[config.mk]
export PLATFORM = sky130hd
export DESIGN_NAME = ram_arbiter
export DESIGN_NICKNAME = d
export VERILOG_FILES = /design/src/rtl/ram_ctrl_pkg.sv /design/src/rtl/rr_arbiter2.sv /design/src/rtl/ram_arbiter.sv
export SDC_FILE = /design/constraint.sdc
export NUM_CORES = 1
export LEC_CHECK = 0
export CELL_PAD_IN_SITES_DETAIL_PLACEMENT = 1
export CELL_PAD_IN_SITES_GLOBAL_PLACEMENT = 1
export CORE_MARGIN = 4
export CORE_UTILIZATION = 34
export CTS_BUF_LIST = sky130_fd_sc_hd__clkbuf_8 sky130_fd_sc_hd__clkbuf_16
export DETAILED_ROUTE_END_ITERATION = 10
export HOLD_SLACK_MARGIN = 0.03
export PLACE_DENSITY = 0.92
export SLEW_MARGIN = 0
export SYNTH_ARGS = -nofsm -noshare
export SYNTH_HDL_FRONTEND = slang
export SYNTH_SLANG_ARGS = --single-unit
[constraint.sdc]
create_clock -name clk -period 2.9 [get_ports clk]
set_clock_uncertainty 0.1 [all_clocks]
set_input_delay 0.58 -clock clk [delete_from_list [all_inputs] [get_ports clk]]
set_output_delay 0.58 -clock clk [all_outputs]
set_load 0.1 [all_outputs]
[src/rtl/ram_ctrl_pkg.sv]
// Shared types and default widths for the two-requester RAM access controller.
package ram_ctrl_pkg;

  localparam int unsigned ADDR_W_DEF = 4;
  localparam int unsigned DATA_W_DEF = 4;

  typedef enum logic [1:0] {
    IDLE    = 2'd0,
    ACCESS  = 2'd1,
    CAPTURE = 2'd2
  } state_t;

  typedef logic req_id_t;

endpackage

[src/rtl/rr_arbiter2.sv]
// Two-way round-robin arbiter: combinational one-hot grant, registered priority pointer.
module rr_arbiter2
  import ram_ctrl_pkg::*;
(
  input  logic       clk,
  input  logic       rst_n,
  input  logic       valid0_i,
  input  logic       valid1_i,
  input  logic       adv_i,
  output logic [1:0] gnt_c_o,
  output req_id_t    prio_o
);

  req_id_t prio_q, prio_d;

  always_comb begin
    gnt_c_o = 2'b00;
    if (valid0_i && valid1_i) begin
      gnt_c_o = prio_q ? 2'b10 : 2'b01;
    end else begin
      gnt_c_o = {valid1_i, valid0_i};
    end
  end

  // Pointer moves to whichever requester lost (or was absent) on every grant.
  always_comb begin
    prio_d = prio_q;
    if (adv_i && (gnt_c_o != 2'b00)) begin
      prio_d = req_id_t'(~gnt_c_o[1]);
    end
  end

  always_ff @(posedge clk or negedge rst_n) begin
    if (!rst_n) begin
      prio_q <= 1'b0;
    end else begin
      prio_q <= prio_d;
    end
  end

  assign prio_o = prio_q;

endmodule

[src/rtl/ram_arbiter.sv]
// Serialises two valid/ready requesters onto a single-port synchronous RAM and
// returns read data or a write acknowledge to the granted requester.
module ram_arbiter
  import ram_ctrl_pkg::*;
#(
  parameter int unsigned ADDR_W = ADDR_W_DEF,
  parameter int unsigned DATA_W = DATA_W_DEF
) (
  input  logic              clk,
  input  logic              rst_n,
  input  logic              req0_valid,
  output logic              req0_ready,
  input  logic              req0_we,
  input  logic [ADDR_W-1:0] req0_addr,
  input  logic [DATA_W-1:0] req0_wdata,
  output logic              rsp0_valid,
  output logic [DATA_W-1:0] rsp0_rdata,
  input  logic              req1_valid,
  output logic              req1_ready,
  input  logic              req1_we,
  input  logic [ADDR_W-1:0] req1_addr,
  input  logic [DATA_W-1:0] req1_wdata,
  output logic              rsp1_valid,
  output logic [DATA_W-1:0] rsp1_rdata,
  output logic              ram_we,
  output logic [ADDR_W-1:0] ram_addr,
  output logic [DATA_W-1:0] ram_d,
  input  logic [DATA_W-1:0] ram_q
);

  state_t              state_q, state_d;
  req_id_t             id_q, id_d;
  logic                ram_we_q, ram_we_d;
  logic [ADDR_W-1:0]   ram_addr_q, ram_addr_d;
  logic [DATA_W-1:0]   ram_d_q, ram_d_d;
  logic                rsp0_valid_q, rsp0_valid_d;
  logic                rsp1_valid_q, rsp1_valid_d;
  logic [DATA_W-1:0]   rsp0_rdata_q, rsp0_rdata_d;
  logic [DATA_W-1:0]   rsp1_rdata_q, rsp1_rdata_d;

  logic [1:0]          gnt_c;
  req_id_t             prio;
  logic                adv_c;
  logic                rsp_fire_c;
  logic [DATA_W-1:0]   rsp_data_c;

  rr_arbiter2 u_arb (
    .clk      (clk),
    .rst_n    (rst_n),
    .valid0_i (req0_valid),
    .valid1_i (req1_valid),
    .adv_i    (adv_c),
    .gnt_c_o  (gnt_c),
    .prio_o   (prio)
  );

  // FSM next state; the RAM command is latched at the IDLE handshake.
  always_comb begin
    state_d    = state_q;
    id_d       = id_q;
    ram_we_d   = 1'b0;
    ram_addr_d = ram_addr_q;
    ram_d_d    = ram_d_q;
    adv_c      = 1'b0;
    rsp_fire_c = 1'b0;
    rsp_data_c = '0;
    unique case (state_q)
      IDLE: begin
        if (gnt_c != 2'b00) begin
          adv_c   = 1'b1;
          id_d    = (req0_valid && req1_valid) ? prio : req_id_t'(req1_valid);
          state_d = ACCESS;
          if (gnt_c[1]) begin
            ram_we_d   = req1_we;
            ram_addr_d = req1_addr;
            ram_d_d    = req1_wdata;
          end else begin
            ram_we_d   = req0_we;
            ram_addr_d = req0_addr;
            ram_d_d    = req0_wdata;
          end
        end
      end
      ACCESS: begin
        if (ram_we_q) begin
          rsp_fire_c = 1'b1;
          state_d    = IDLE;
        end else begin
          state_d    = CAPTURE;
        end
      end
      CAPTURE: begin
        rsp_fire_c = 1'b1;
        rsp_data_c = ram_q;
        state_d    = IDLE;
      end
      default: state_d = IDLE;
    endcase
  end

  // Only the granted requester's response registers update; the other holds rdata.
  always_comb begin
    rsp0_valid_d = rsp_fire_c && (id_q == 1'b0);
    rsp1_valid_d = rsp_fire_c && (id_q == 1'b1);
    rsp0_rdata_d = rsp0_valid_d ? rsp_data_c : rsp0_rdata_q;
    rsp1_rdata_d = rsp1_valid_d ? rsp_data_c : rsp1_rdata_q;
  end

  always_ff @(posedge clk or negedge rst_n) begin
    if (!rst_n) begin
      state_q      <= IDLE;
      id_q         <= 1'b0;
      ram_we_q     <= 1'b0;
      ram_addr_q   <= '0;
      ram_d_q      <= '0;
      rsp0_valid_q <= 1'b0;
      rsp1_valid_q <= 1'b0;
      rsp0_rdata_q <= '0;
      rsp1_rdata_q <= '0;
    end else begin
      state_q      <= state_d;
      id_q         <= id_d;
      ram_we_q     <= ram_we_d;
      ram_addr_q   <= ram_addr_d;
      ram_d_q      <= ram_d_d;
      rsp0_valid_q <= rsp0_valid_d;
      rsp1_valid_q <= rsp1_valid_d;
      rsp0_rdata_q <= rsp0_rdata_d;
      rsp1_rdata_q <= rsp1_rdata_d;
    end
  end

  // Ready is the one combinational output; it is masked while reset is held.
  assign req0_ready = rst_n && (state_q == IDLE) && gnt_c[0];
  assign req1_ready = rst_n && (state_q == IDLE) && gnt_c[1];

  assign ram_we     = ram_we_q;
  assign ram_addr   = ram_addr_q;
  assign ram_d      = ram_d_q;
  assign rsp0_valid = rsp0_valid_q;
  assign rsp1_valid = rsp1_valid_q;
  assign rsp0_rdata = rsp0_rdata_q;
  assign rsp1_rdata = rsp1_rdata_q;

endmodule

## Word-level counts from Yosys, hierarchy flattened

Index checks and enable logic that the tools add are counted.

| word-level totals | value |
|---|---|
| output and inout bits | 21 |
| register bits | 23 |

| operators by class | value |
|---|---|
| bitwise operators | 2 |
| equal/unequal tests | 3 |
| reduce and logical (&&, ||, !) cells | 10 |
| muxes and demuxes | 16 |

Operator list:

| kind | number |
|---|---|
| $mux 4 | 3 |
| $mux 2 | 4 |
| $logic_and 1x1->1 | 7 |
| $mux 1 | 7 |
| $pmux 2 s2 | 1 |
| $eq 2x1->1 const B | 1 |
| $eq 2x2->1 const B | 1 |
| $logic_not 2->1 | 1 |
| $ne 2x2->1 const B | 1 |
| $not 1->1 | 2 |
| $pmux 1 s2 | 1 |
| $reduce_and 2->1 | 1 |
| $reduce_bool 2->1 | 1 |

## Depth between registers and ports, before layout

| depth | value |
|---|---|
| word-level depth | 6 |
| mapped depth | 7 |

## Modules after synthesis

A second synthesis with hierarchy kept.

| second synthesis, totals | value |
|---|---|
| cell total of the unflattened synthesis | 91 |
| area, all modules | 1064.8 um^2 |

Modules (own cells, without submodules):

| module | cells each | area each (um^2) | instances | sequential area each (um^2) |
|---|---|---|---|---|
| ram_arbiter | 85 | 1009.7 | 1 | 550.5 |
| rr_arbiter2 | 6 | 55.1 | 1 | 25.0 |

## Least setup slack after synthesis

Ideal clock, no wire load.

| timing | value |
|---|---|
| kind | input -> output |
| start | input req1_valid |
| end | output req0_ready |
| data required time | 2.220 ns |
| arrival time | 2.344 ns |
| cell stages on the path | 3 |
| setup slack | -0.124 ns |
| path buffers | 2 |
| path through | buf_6 > buf_2 > a21oi_1 |

| between the ends | value |
|---|---|
| longest elaborated chain between the ends | 3 |

Ends and longest elaborated chain:

| element | line | source |
|---|---|---|
| start, declared | ram_arbiter.sv:18 | `input logic req1_valid,` |
| $logic_and 1x1->1 | rr_arbiter2.sv:18 | `if (valid0_i && valid1_i) begin` |
| $mux 2 | rr_arbiter2.sv:18 |  |
| $logic_and 1x1->1 | ram_arbiter.sv:134 | `assign req0_ready = rst_n && (state_q == IDLE) && gnt_c[0];` |
| end, declared | ram_arbiter.sv:12 | `output logic req0_ready,` |

Every way passes these cells.

## Worst setup path after layout

| timing | value |
|---|---|
| start | input req0_valid |
| end | output req1_ready |

| between the ends | value |
|---|---|
| longest elaborated chain between the ends | 3 |

Ends and longest elaborated chain:

| element | line | source |
|---|---|---|
| start, declared | ram_arbiter.sv:11 | `input logic req0_valid,` |
| $logic_and 1x1->1 | rr_arbiter2.sv:18 |  |
| $mux 2 | rr_arbiter2.sv:18 |  |
| $logic_and 1x1->1 | ram_arbiter.sv:135 | `assign req1_ready = rst_n && (state_q == IDLE) && gnt_c[1];` |
| end, declared | ram_arbiter.sv:19 | `output logic req1_ready,` |

Every way passes these cells.

==> flow_summary.toml <==
[global_route]
grt_pass1_wl_um = 5380
initial_antenna_violation_count = 0
grtUsageTotal = 0.164
grt_start_max_net_pins = 24
grt_pass1_vias = 1123
globalRoute.totalOverflow = 0

[cts]
clock_tree.htree_level_count = 1
cts.repair_timing.setup_buffer_count = 0
cts_resized = 0
number_of_buffers_inserted_by_hold_repair_at_cts = 0
cts_buffers = 3
clock_insertion_delay_at_the_later_pin_of_the_skew_report_ns = 0.26
cell_at_the_root_of_the_clock_tree = "sky130_fd_sc_hd__clkbuf_8"
cts.clk_slew.worst_paths_ns = 0.08
cts_num_sinks = 23
tritoncts = "yes"
cts-root-to-sink-buffers = 2

[logic_synthesis]
synth_nets = 133
synth_commonest_cells = "sky130_fd_sc_hd__dfrtp_1 (23), sky130_fd_sc_hd__nand3_1 (11), sky130_fd_sc_hd__nor2_1 (7), sky130_fd_sc_hd__o21ai_1 (7)"
synthesis.instances = 104
syn_area_per_cell_um2 = 11.0
yosysWarningCount = 0
async_reset_ff_frac = 1.00
synthDominantAreaCellType = "sky130_fd_sc_hd__dfrtp_1"
synth-edff-count = 0
synth_largest_type_area_fraction = 0.504
synth.distinct_cells = 27
synth.cell_area_mm2 = 0.00114
leading_cell_types_by_total_area_after_synthesis = "sky130_fd_sc_hd__dfrtp_1 (50%), sky130_fd_sc_hd__a31oi_2 (6.6%), sky130_fd_sc_hd__nand3_1 (4.8%), sky130_fd_sc_hd__a32o_1 (4.4%), sky130_fd_sc_hd__ha_1 (3.3%)"
yosysMostFrequentCell = "sky130_fd_sc_hd__dfrtp_1"
yosys_register_bits = 23
yosysSeqAreaShare = 0.504
ys.flop_type = "sky130_fd_sc_hd__dfrtp_1"

[min_path]
min_delay_path_depth = 1
hp-class = "reg -> reg"

[finish]
post_route_cells_drive_above_1_share = 0.260
area.growth.synth_to_final_pct = 43.5
diodes = 0
fin_nets = 180
multi_input_comb_area_um2 = 488
postLayoutCellArea_mm2 = 0.00164
nFillCells = 359
final-seq-area_um2 = 576
post_layout_nonfiller_instances = 194

[placed_design]
postPlaceCellArea_mm2 = 0.00159
dp.final_hpwl_um = 2590
globalplace.congestion = 0.793
placed_cells = 190
portBuffers = 46

[die]
floorplan.initialDensity = 0.365
floorplan_die_area_mm2 = 0.00435
count_of_pins_on_the_block_boundary = 47
fp.coreArea_mm2 = 0.00313
die_w_um = 65.9
rows = 20
die_h_um = 65.9

[sta]
final_hold_violation_count = 0
timing.final.crit_period_ns = 2.37
post-route-period-util = 0.819
timing.fmax_ghz = 0.421
grt_setup_unrepaired = "no"
sum_neg_setup_slack_ns = 0
timing.slew.headroom = 0.768
setup-violations-final = 0
worstMarginPinSlew_ns = 0.348
max_transition_viols_final = 0

[drt]
drtPass1Iterations = 4
detail-route-antenna-nets = 0
initial_drc_count = 45
postRouteWirelength_um = 3300
wl_per_cell_um = 17.0
via_count = 997
drt-vias-per-instance = 5.14
detail_route.drc_violations = 0

[worst_setup_path]
critical_path_required_ns = 2.22
critPathKind = "in -> out"
timing.critical_path.to_type = "output port"
critical_path.max_fanout = 7
worstRegToRegCells = 5
crit_path_start_kind = "input port"
worst_ep_arrival_time_ns = 1.69

[run_status]
status = "finished clean"

[flow_run]
maxCapViolations = 0
==> critical path, stage by stage <==
cell and delay [ns]:
sky130_fd_sc_hd__clkdlybuf4s50_1 0.61, sky130_fd_sc_hd__nand2b_1 0.10, sky130_fd_sc_hd__and4_1 0.24, sky130_fd_sc_hd__buf_12 0.17
==> cells in the final DEF (no fill, tap or decap), drive strengths merged, types with 2 or more instances in the layout <==
master and instances:
nand2 6, a32o 5, nand2b 2, a31oi 9
inv 6, clkbuf 3, o2bb2ai 4, nand3 11
buf 24, dfrtp 23, a21boi 2, a21oi 2
ha 3, clkdlybuf4s50 25, nor2 9, o21ai 9
==> state kept, by name, summed over array words and instances, names as in the netlist <==
register	cells
ram_addr	4
ram_d	4
rsp0_rdata	4
rsp1_rdata	4
state_q	2
id_q	1
ram_we	1
rsp0_valid	1
rsp1_valid	1
u_arb.prio_o	1
==> final timing paths <==
check,slack [ns],start,endpoint
setup / recovery,0.53,req0_valid,req1_ready
hold / removal,0.40,rsp0_rdata[2]$_DFFE_PN0P_,rsp0_rdata[2]$_DFFE_PN0P_
setup reg to reg,1.29,state_q[1]$_DFFE_PN0P_,ram_d[3]$_DFFE_PN0P_
hold reg to reg,0.40,rsp0_rdata[2]$_DFFE_PN0P_,rsp0_rdata[2]$_DFFE_PN0P_
max in group asynchronous,1.80,rst_n,rsp0_valid$_DFF_PN0_
min in group asynchronous,0.67,rst_n,ram_d[0]$_DFFE_PN0P_
==> metrics by stage <==
stage | worst slack [ns] | util | hold WS, ns
floorplan | 0.503 | - | 0.184
global placement | 0.560 | 0.509 | 0.376
detailed placement | 0.517 | 0.509 | 0.377
CTS | 0.519 | 0.524 | 0.400
global route | 0.459 | 0.524 | 0.425
finish | 0.526 | 0.524 | 0.397
==> cell families after synthesis <==
group,after synthesis,share of synthesized area
compound gates,33,0.241
fa+ha+maj,3,0.0329
buf+inv,12,0.0713
flops,23,0.504
mux,1,0.00877
simple gates,32,0.141
==> layout make-up <==
class / count / share of cell area
sequential: 23 / 0.351
multi-input combinational: 69 / 0.298
inverter: 5 / 0.0115
clock inverter: 1 / 0.00229
tap: 44 / 0.0336
timing repair buffer: 49 / 0.278
clock buffer: 3 / 0.0252
==> routing by layer <==
metal	vias up	global-route usage	wire length (um)
met3	4	0.0306	172
met2	33	0.314	1840
li1	470	-	-
met5	-	0	0
met1	490	0.177	1250
met4	0	0.0533	38
Power is left out: the tool's default activity adds up to more than one toggle a clock period on the data nets, which glitch-free logic cannot reach.
